### src/rtl/dual_issue_scheduler.sv
// Dual-issue scheduler: holds one decoded instruction pair (A older, B younger)
// and issues it in order to the even/odd pipes, gated by a per-register
// latency scoreboard (RAW/WAW) and the pipe-pairing rules.
module dual_issue_scheduler #(
    parameter int          NREG   = 128,
    parameter int          ADDR_W = 7,
    parameter int          LAT_W  = 3,
    parameter logic [31:0] NOP_E  = 32'h40200000,
    parameter logic [31:0] NOP_O  = 32'h00200000
) (
    input  logic              clk,
    input  logic              reset,
    input  logic              in_valid,
    output logic              in_ready,
    input  logic [31:0]       in0_inst,
    input  logic              in0_pipe,
    input  logic [ADDR_W-1:0] in0_rt,
    input  logic [ADDR_W-1:0] in0_ra,
    input  logic [ADDR_W-1:0] in0_rb,
    input  logic [ADDR_W-1:0] in0_rc,
    input  logic [2:0]        in0_rmask,
    input  logic              in0_wr,
    input  logic [LAT_W-1:0]  in0_lat,
    input  logic [31:0]       in1_inst,
    input  logic              in1_pipe,
    input  logic [ADDR_W-1:0] in1_rt,
    input  logic [ADDR_W-1:0] in1_ra,
    input  logic [ADDR_W-1:0] in1_rb,
    input  logic [ADDR_W-1:0] in1_rc,
    input  logic [2:0]        in1_rmask,
    input  logic              in1_wr,
    input  logic [LAT_W-1:0]  in1_lat,
    input  logic              flush,
    output logic [31:0]       instructionEven,
    output logic [31:0]       instructionOdd,
    output logic              validEven,
    output logic              validOdd,
    output logic [31:0]       stall_cnt
);

    typedef struct packed {
        logic              v;
        logic [31:0]       inst;
        logic              pipe;
        logic [ADDR_W-1:0] rt;
        logic [ADDR_W-1:0] ra;
        logic [ADDR_W-1:0] rb;
        logic [ADDR_W-1:0] rc;
        logic [2:0]        rmask;
        logic              wr;
        logic [LAT_W-1:0]  lat;
    } slot_t;

    slot_t             r_a;
    slot_t             r_b;
    logic [LAT_W-1:0]  r_cnt [NREG];
    logic [31:0]       r_even;
    logic [31:0]       r_odd;
    logic              r_ve;
    logic              r_vo;
    logic [31:0]       r_stall;

    slot_t             w_in0;
    slot_t             w_in1;
    logic              w_a_ok;
    logic              w_b_ok;
    logic              w_b_dep;
    logic              w_iss_a;
    logic              w_iss_b;
    logic              w_xfer;
    logic [31:0]       w_even_nxt;
    logic [31:0]       w_odd_nxt;
    logic              w_ve_nxt;
    logic              w_vo_nxt;

    // Scoreboard load value: a result with latency L becomes forwardable after L cycles.
    function automatic logic [LAT_W-1:0] lat_load(input logic [LAT_W-1:0] lat);
        return (lat == '0) ? '0 : lat - 1'b1;
    endfunction

    // Pack the incoming pair into slot records.
    always_comb begin
        w_in0 = '{v: 1'b1, inst: in0_inst, pipe: in0_pipe, rt: in0_rt, ra: in0_ra,
                  rb: in0_rb, rc: in0_rc, rmask: in0_rmask, wr: in0_wr, lat: in0_lat};
        w_in1 = '{v: 1'b1, inst: in1_inst, pipe: in1_pipe, rt: in1_rt, ra: in1_ra,
                  rb: in1_rb, rc: in1_rc, rmask: in1_rmask, wr: in1_wr, lat: in1_lat};
    end

    // Per-slot readiness (sources and WAW) and the pair issue decision.
    always_comb begin
        w_a_ok  = r_a.v
                  && (!r_a.rmask[2] || r_cnt[r_a.ra] == '0)
                  && (!r_a.rmask[1] || r_cnt[r_a.rb] == '0)
                  && (!r_a.rmask[0] || r_cnt[r_a.rc] == '0)
                  && (!r_a.wr       || r_cnt[r_a.rt] == '0);
        w_b_ok  = r_b.v
                  && (!r_b.rmask[2] || r_cnt[r_b.ra] == '0)
                  && (!r_b.rmask[1] || r_cnt[r_b.rb] == '0)
                  && (!r_b.rmask[0] || r_cnt[r_b.rc] == '0)
                  && (!r_b.wr       || r_cnt[r_b.rt] == '0);
        w_b_dep = r_a.wr && ((r_b.rmask[2] && r_b.ra == r_a.rt)
                          || (r_b.rmask[1] && r_b.rb == r_a.rt)
                          || (r_b.rmask[0] && r_b.rc == r_a.rt));
        w_iss_a = w_a_ok && !flush;
        w_iss_b = w_iss_a && w_b_ok && (r_b.pipe != r_a.pipe) && !w_b_dep;
        in_ready = !r_a.v && !r_b.v;
        w_xfer   = in_valid && in_ready && !flush;
    end

    // Route issued words to their pipe ports; idle ports carry the filler.
    always_comb begin
        w_even_nxt = NOP_E;
        w_odd_nxt  = NOP_O;
        w_ve_nxt   = 1'b0;
        w_vo_nxt   = 1'b0;
        if (w_iss_a) begin
            if (r_a.pipe) begin
                w_odd_nxt = r_a.inst;
                w_vo_nxt  = 1'b1;
            end else begin
                w_even_nxt = r_a.inst;
                w_ve_nxt   = 1'b1;
            end
        end
        if (w_iss_b) begin
            if (r_b.pipe) begin
                w_odd_nxt = r_b.inst;
                w_vo_nxt  = 1'b1;
            end else begin
                w_even_nxt = r_b.inst;
                w_ve_nxt   = 1'b1;
            end
        end
    end

    // Scoreboard: issuing writers load their latency, others count down to zero.
    // B wins a same-register load because it is the younger writer.
    always_ff @(posedge clk or negedge reset) begin
        if (!reset) begin
            for (int i = 0; i < NREG; i++) r_cnt[i] <= '0;
        end else begin
            for (int i = 0; i < NREG; i++) begin
                if (w_iss_b && r_b.wr && r_b.rt == ADDR_W'(i))
                    r_cnt[i] <= lat_load(r_b.lat);
                else if (w_iss_a && r_a.wr && r_a.rt == ADDR_W'(i))
                    r_cnt[i] <= lat_load(r_a.lat);
                else if (r_cnt[i] != '0)
                    r_cnt[i] <= r_cnt[i] - 1'b1;
            end
        end
    end

    // Slot holding: accept into empty slots, retire issued slots, shift B into A.
    always_ff @(posedge clk or negedge reset) begin
        if (!reset) begin
            r_a <= '0;
            r_b <= '0;
        end else if (flush) begin
            r_a <= '0;
            r_b <= '0;
        end else if (w_xfer) begin
            r_a <= w_in0;
            r_b <= w_in1;
        end else if (w_iss_a) begin
            r_a <= w_iss_b ? '0 : r_b;
            r_b <= '0;
        end
    end

    // Registered issue ports and the stall counter.
    always_ff @(posedge clk or negedge reset) begin
        if (!reset) begin
            r_even  <= NOP_E;
            r_odd   <= NOP_O;
            r_ve    <= 1'b0;
            r_vo    <= 1'b0;
            r_stall <= '0;
        end else begin
            r_even <= w_even_nxt;
            r_odd  <= w_odd_nxt;
            r_ve   <= w_ve_nxt;
            r_vo   <= w_vo_nxt;
            if (r_a.v && !w_a_ok && !flush)
                r_stall <= r_stall + 32'd1;
        end
    end

    assign instructionEven = r_even;
    assign instructionOdd  = r_odd;
    assign validEven       = r_ve;
    assign validOdd        = r_vo;
    assign stall_cnt       = r_stall;

endmodule

### config.mk
export PLATFORM = sky130hd
export DESIGN_NAME = dual_issue_scheduler
export DESIGN_NICKNAME = d
export VERILOG_FILES = /design/src/rtl/dual_issue_scheduler.sv
export SDC_FILE = /design/constraint.sdc
export NUM_CORES = 2
export LEC_CHECK = 0
export BUFFER_PORTS_ARGS = -buffer_cell sky130_fd_sc_hd__clkbuf_2
export CAP_MARGIN = 20
export CORE_ASPECT_RATIO = 1.4
export CORE_MARGIN = 2
export CORE_UTILIZATION = 44
export CTS_BUF_LIST = sky130_fd_sc_hd__clkbuf_4
export CTS_CLUSTER_DIAMETER = 100
export DETAILED_ROUTE_END_ITERATION = 7
export PLACE_DENSITY = 0.66
export SLEW_MARGIN = 20
export SYNTH_ARGS = -nofsm -noshare
export SYNTH_HDL_FRONTEND = slang
export SYNTH_SLANG_ARGS = --single-unit
### constraint.sdc
create_clock -name clk -period 7.81 [get_ports clk]
set_input_delay 0 -clock clk [delete_from_list [all_inputs] [get_ports clk]]
set_output_delay 0 -clock clk [all_outputs]
set_load 0.005 [all_outputs]
### Yosys cells after proc, flatten, opt, wreduce, memory -nomap -nowiden

Index checks and enable logic that the tools add are counted.
W data, S select, Z words.

| word-level totals | value |
|---|---|
| flip-flop bits (word level) | 620 |
| latch bits | 0 |
| RAM bits | 0 |
| ROM bits | 0 |
| input port bits | 140 |
| output and inout port bits | 99 |
| memories | 0 |

| cells by class | value |
|---|---|
| $add $sub $neg | 131 |
| multiply operators | 0 |
| div/mod/pow operators | 0 |
| $lt $le $gt $ge | 8 |
| eq/ne operators | 258 |
| shift-type cells | 0 |
| multiplexer cells | 433 |
| bitwise gates (word level) | 8 |
| reductions and logical operators | 571 |

Operators by type and width:

| kind | number |
|---|---|
| $mux W3 | 402 |
| $eq A7 B7 Y1 const B | 128 |
| $reduce_bool A3 Y1 | 257 |
| $mux W69 | 7 |
| $eq A7 B6 Y1 const B | 64 |
| $sub A3 B1 Y3 const B | 130 |
| $logic_and A1 B1 Y1 | 279 |
| $mux W32 | 8 |
| $eq A7 B5 Y1 const B | 32 |
| $bmux W3 S7 | 8 |
| $eq A7 B4 Y1 const B | 16 |
| $ge A8 B8 Y1 const B | 8 |
| $not A7 Y8 | 8 |
| $eq A7 B3 Y1 const B | 8 |
| $add A32 B1 Y32 const B | 1 |
| $logic_not A3 Y1 | 10 |
| $eq A7 B2 Y1 const B | 4 |
| $eq A7 B7 Y1 | 3 |
| $eq A7 B1 Y1 const B | 2 |
| $logic_not A7 Y1 | 2 |
| $logic_not A1 Y1 | 13 |
| $logic_or A1 B1 Y1 | 10 |
| $mux W1 | 8 |
| $ne A1 B1 Y1 | 1 |

### Longest topological paths before layout

| depth | value |
|---|---|
| word-level depth | 18 |
| mapped depth | 18 |

### Worst setup path before layout

Ideal clock, no wire load.

| timing path | value |
|---|---|
| path kind | reg2reg |
| start | register r_a[8] in the netlist's numbering |
| end | register r_cnt[113] in the netlist's numbering |
| setup time | 0.125 ns |
| data arrival time | 3.446 ns |
| slack | 4.239 ns |
| stages on the path, launching flop included | 13 |
| path through | dfrtp_1 inv_1 buf_1 mux4_2 o211ai_1 o21ai_1 o311ai_2 nand4_2 buf_6 buf_6 or4_4 mux2_1 mux2_2 |

| on the way | value |
|---|---|
| word-level cells in the longest chain between the ends | 15 |

Ends and longest elaborated chain:

| what | RTL line | text |
|---|---|---|
| start: declaration | 54 | `slot_t r_a;` |
| start signal: assignment | 162 | `r_a <= w_in0;` |
| start signal: assignment | 165 | `r_a <= w_iss_b ? '0 : r_b;` |
| $not A7 Y8 (implied by the code) (*) | 94 | `&& (!r_a.rmask[0] \|\| r_cnt[r_a.rc] == '0)` |
| $bmux W3 S7 (*) | 94 |  |
| $mux W3 (implied by the code) (*) (2 in series) | 94 |  |
| $logic_not A3 Y1 (*) | 94 |  |
| $logic_or A1 B1 Y1 (*) | 94 |  |
| $logic_and A1 B1 Y1 (*) | 94 |  |
| $logic_and A1 B1 Y1 (*) | 95 | `&& (!r_a.wr \|\| r_cnt[r_a.rt] == '0);` |
| $logic_and A1 B1 Y1 (*) | 104 | `w_iss_a = w_a_ok && !flush;` |
| $logic_and A1 B1 Y1 (3 in series) | 105 | `w_iss_b = w_iss_a && w_b_ok && (r_b.pipe != r_a.pipe) && !w_b_dep;` |
| $logic_and A1 B1 Y1 (2 in series) | 143 | `if (w_iss_b && r_b.wr && r_b.rt == ADDR_W'(i))` |
| $reduce_bool A3 Y1 (no source line) / $mux W3 (equally long branches) | - |  |
| end signal: indexed assignment | 144 | `r_cnt[i] <= lat_load(r_b.lat);` |
| end signal: indexed assignment | 146 | `r_cnt[i] <= lat_load(r_a.lat);` |
| end signal: indexed assignment | 148 | `r_cnt[i] <= r_cnt[i] - 1'b1;` |
| end: declaration | 56 | `logic [LAT_W-1:0] r_cnt [NREG];` |

Mark *: on every way between the ends. The rest lies on a longest branch, timed or not. The select of a mux whose other input is x is not followed.
A chain may end at the register's enable or synchronous reset.

### Final worst setup path

| timing path | value |
|---|---|
| start | register r_a[28] in the netlist's numbering |
| end | register r_a[42] in the netlist's numbering |

| on the way | value |
|---|---|
| word-level cells in the longest chain between the ends | 15 |

Ends and longest elaborated chain:

| what | RTL line | text |
|---|---|---|
| $not A7 Y8 (implied by the code) | 95 |  |
| $bmux W3 S7 | 95 |  |
| $mux W3 (implied by the code) (2 in series) | 95 |  |
| $logic_not A3 Y1 | 95 |  |
| $logic_or A1 B1 Y1 | 95 |  |
| $logic_and A1 B1 Y1 | 95 |  |
| $logic_and A1 B1 Y1 | 104 |  |
| $logic_and A1 B1 Y1 (3 in series) | 105 |  |
| $mux W69 | 165 |  |
| $mux W69 | 164 | `end else if (w_iss_a) begin` |
| $mux W69 | 161 | `end else if (w_xfer) begin` |
| $mux W69 | 158 | `end else if (flush) begin` |

Parallel ways exist; a longest one is shown, timed or not. The select of a mux whose other input is x is not followed.

==> results.yml <==
run_status:
  outcome: "finished with violations"
  violations: "DRC"
min_path:
  whs_endpoint: "r_b[2]"
  hp-class: "input pin to register"
  min_from: "in1_lat[2]"
  hold_path_depth: 4
layout:
  nFillCells: 10790
  seq_area_sq_mm: 0.01555
  final_cells: 7694
  multi_input_area_sq_mm: 0.03465
  nNetsFinal: 6335
  layout-drive-gt1-share: 0.2175
  final_cell_mix: "dfrtp_1 (602), mux2i_1 (587), nor2_1 (426)"
  area_delta_synth_final_pct: 17.18
  layout_commonest_cell: "dfrtp_1"
logic_synthesis:
  ys_ff_latch: 620
  synth_cell_types: 91
  synth_fa_ha_area_frac: 0.06175
  synth.yosys.seq_area_share: 0.2935
  async_reset_ff_frac: 1.000
  yosysWarnings: 0
  synth_mux_area_frac: 0.2887
  synth-edff-count: 0
  synth-simple-area-share: 0.1611
  avgSynthCellArea_sq_um: 9.800
  postSynthCellCount: 5396
  synth_top_family_by_area: "multiplexers"
  synth_compound_area_frac: 0.1067
  synth_xor_area_frac: 0.02998
  netlist_area_sq_mm: 0.05288
  synthFlopType: "dfrtp_1"
  syn_nets: 5797
critical_path:
  ff2ff_path_depth: 12
  arrival_ps: 8440
  crit_required_ps: 9010
  r2r_setup_slack_ps: 570
  timing.rr.start: "r_a[28]"
  worstSetupStartpointType: "register"
  cp_max_fo: 65
  reg2reg_to: "r_a[42]"
  worst_setup_path_end_kind: "register"
  critical_path_class: "register to register"
sta:
  final_hold_viol_count: 0
  max_freq_mhz: 138.0
  worst_pin_slew_ps: 1296
  min_period_ps: 7244
  fin_setup_tns_ps: 0
  fin_crit_sh: 0.9275
  slew_headroom: 0.1290
  finalSetupViolCount: 0
  clock_skew_ps: 154.9
  rsz0062_at_grt: "no"
  drv_slew: 0
grt:
  grt_max_degree: 145
  grt_first_pass_wirelength_um: 380200
  grt_pass1_vias: 53110
  antenna_found_initial: 48
  grt_usage: 0.4282
  overflow: 0
pwr:
  power_density_mw_per_mm2: 388.8
  leakagePower_uw: 0.02927
  ir_worst_vdd_v: 0.0002170
  p_total_uw: 24090
clock_tree:
  clockBufferDepth: 3
  numCtsBuffers: 170
  clkLatencyLatePin_ps: 1330
  clk_pin_slew_ps: 70
  ctsResizeCount: 0
  cts.sinks: 620
  root_buffer: "clkbuf_4"
  cts_setup_buffers: 0
  cts_max_level: 4
  cts_tree: "built"
  ctsHoldBuffers: 374
floorplan:
  core_sq_mm: 0.1194
  die_h_um: 414.2
  start_util: 0.4430
  io_pins: 239
  die_area_sq_mm: 0.1230
  placementRows: 150
  die_x_um: 297.0
drt:
  drt_first_pass_iters: 8
  drt_first_iter_violations: 6126
  avgViaCountPerCell: 6.919
  vias: 53240
  wl_per_cell_um: 34.65
  drc: 11
  postRouteAntennaNets: 0
  routed_wl_um: 266600
place:
  hpwl_um: 177600
  routabilityCongestion: 1.103
  io_buffers: 238
  place_inst: 6979
job:
  cap_violations: 0
## critical path, cell delays in order, from the launching register on
cell and delay [ps]:
dfrtp_2 1050, mux4_2 590, a2111oi_0 1060, o32ai_1 340
o211ai_1 380, a221oi_4 120, buf_4 480, a21oi_1 550
nand2_1 400, nor3_4 620, buf_4 660, a221o_1 280
dlygate4sd3_1 550
## cell type report
type | count | share of cell area
Timing Repair Buffer | 776 | 0.1018
Clock inverter | 57 | 0.005270
Antenna cell | 39 | 0.001575
Inverter | 330 | 0.01999
Multi-Input combinational cell | 4036 | 0.5592
Sequential cell | 620 | 0.2509
Clock buffer | 240 | 0.02908
Tap cell | 1596 | 0.03223
## layer usage
| metal | wire [um] | vias up | part of all wire | global-route usage |
|---|---|---|---|---|
| li1 | - | 21260 | - | - |
| met1 | 88310 | 26300 | 0.33 | 0.4573 |
| met2 | 117900 | 4113 | 0.44 | 0.6479 |
| met3 | 29310 | 1532 | 0.11 | 0.1541 |
| met4 | 30840 | 30 | 0.12 | 0.4211 |
| met5 | 222 | - | 0.00083 | 0 |
## worst max path at each step
stage                 start         end  slack (ps)  cells past startpoint
floorplan            r_a[8]  r_cnt[113]        4240                     12
global placement    r_a[16]  r_cnt[320]        1590                     12
detailed placement  r_a[28]     r_a[39]        1620                     11
CTS                 r_a[28]     r_a[24]        1090                     12
global route        r_a[16]     r_a[49]         760                     13
finish              r_a[28]     r_a[42]         570                     12
## Yosys cell counts, types with 17 or more instances
| cell type | count | share of area |
|---|---|---|
| nor4_1 | 37 | 0.0044 |
| buf_2 | 99 | 0.0094 |
| inv_1 | 318 | 0.023 |
| dfrtp_1 | 617 | 0.29 |
| mux2_1 | 106 | 0.023 |
| buf_1 | 47 | 0.0033 |
| and2_1 | 40 | 0.0047 |
| nor2_1 | 442 | 0.031 |
| a221o_1 | 70 | 0.013 |
| clkbuf_1 | 226 | 0.016 |
| nor3_1 | 318 | 0.030 |
| a211oi_1 | 71 | 0.010 |
| nor2b_1 | 17 | 0.0020 |
| nand3_1 | 103 | 0.0097 |
| mux2_2 | 289 | 0.062 |
| nand4_1 | 157 | 0.019 |
| mux2i_1 | 588 | 0.11 |
| o21ai_0 | 62 | 0.0059 |
| ha_1 | 261 | 0.062 |
| nand2b_1 | 154 | 0.018 |
| o2bb2ai_1 | 60 | 0.0099 |
| or3_1 | 25 | 0.0030 |
| or4_1 | 34 | 0.0048 |
| mux4_2 | 219 | 0.093 |
| nand2_1 | 138 | 0.0098 |
| o211ai_1 | 21 | 0.0030 |
| o22ai_1 | 19 | 0.0022 |
| buf_4 | 25 | 0.0035 |
| a2111oi_0 | 28 | 0.0046 |
| or4_4 | 40 | 0.0085 |
| a31oi_1 | 24 | 0.0028 |
| and3_1 | 56 | 0.0066 |
| xnor2_1 | 172 | 0.028 |
| a22o_1 | 72 | 0.012 |
| a21oi_1 | 203 | 0.019 |
## kinds of logic after synthesis
family	count (synthesis)
AND/OR/NAND/NOR	1620
multiplexers	1202
AO/OA/AOI/OAI	772
buffers and inverters	740
flip-flops	620
adder cells (fa/ha/maj)	261
XOR/XNOR	181
## power breakdown
group	internal [uW]	switching, uW	total (uW)	leakage [uW]
clock network	1470	1660	3120	0.00126
registers	4430	2320	6750	0.00775
logic	6000	8220	14200	0.0203
## state kept, by name (all words and copies together), names as in the netlist
register	cells
validEven	1
instructionEven	32
stall_cnt	32
validOdd	1
r_a	69
r_b	69
r_cnt	384
instructionOdd	32
## per-stage QoR
stage               hold WS (ps)    util  cell area [sq um]  worst slack [ps]
floorplan                 -295.6       -              52880              4239
global placement           115.5  0.4676              55820              1587
detailed placement         114.5  0.4678              55840              1624
CTS                       0.1150  0.5171              61730              1085
global route               114.2  0.5186              61900             761.8
finish                     73.76  0.5191              61970             565.9
Power figures use the tool's default switching activity.
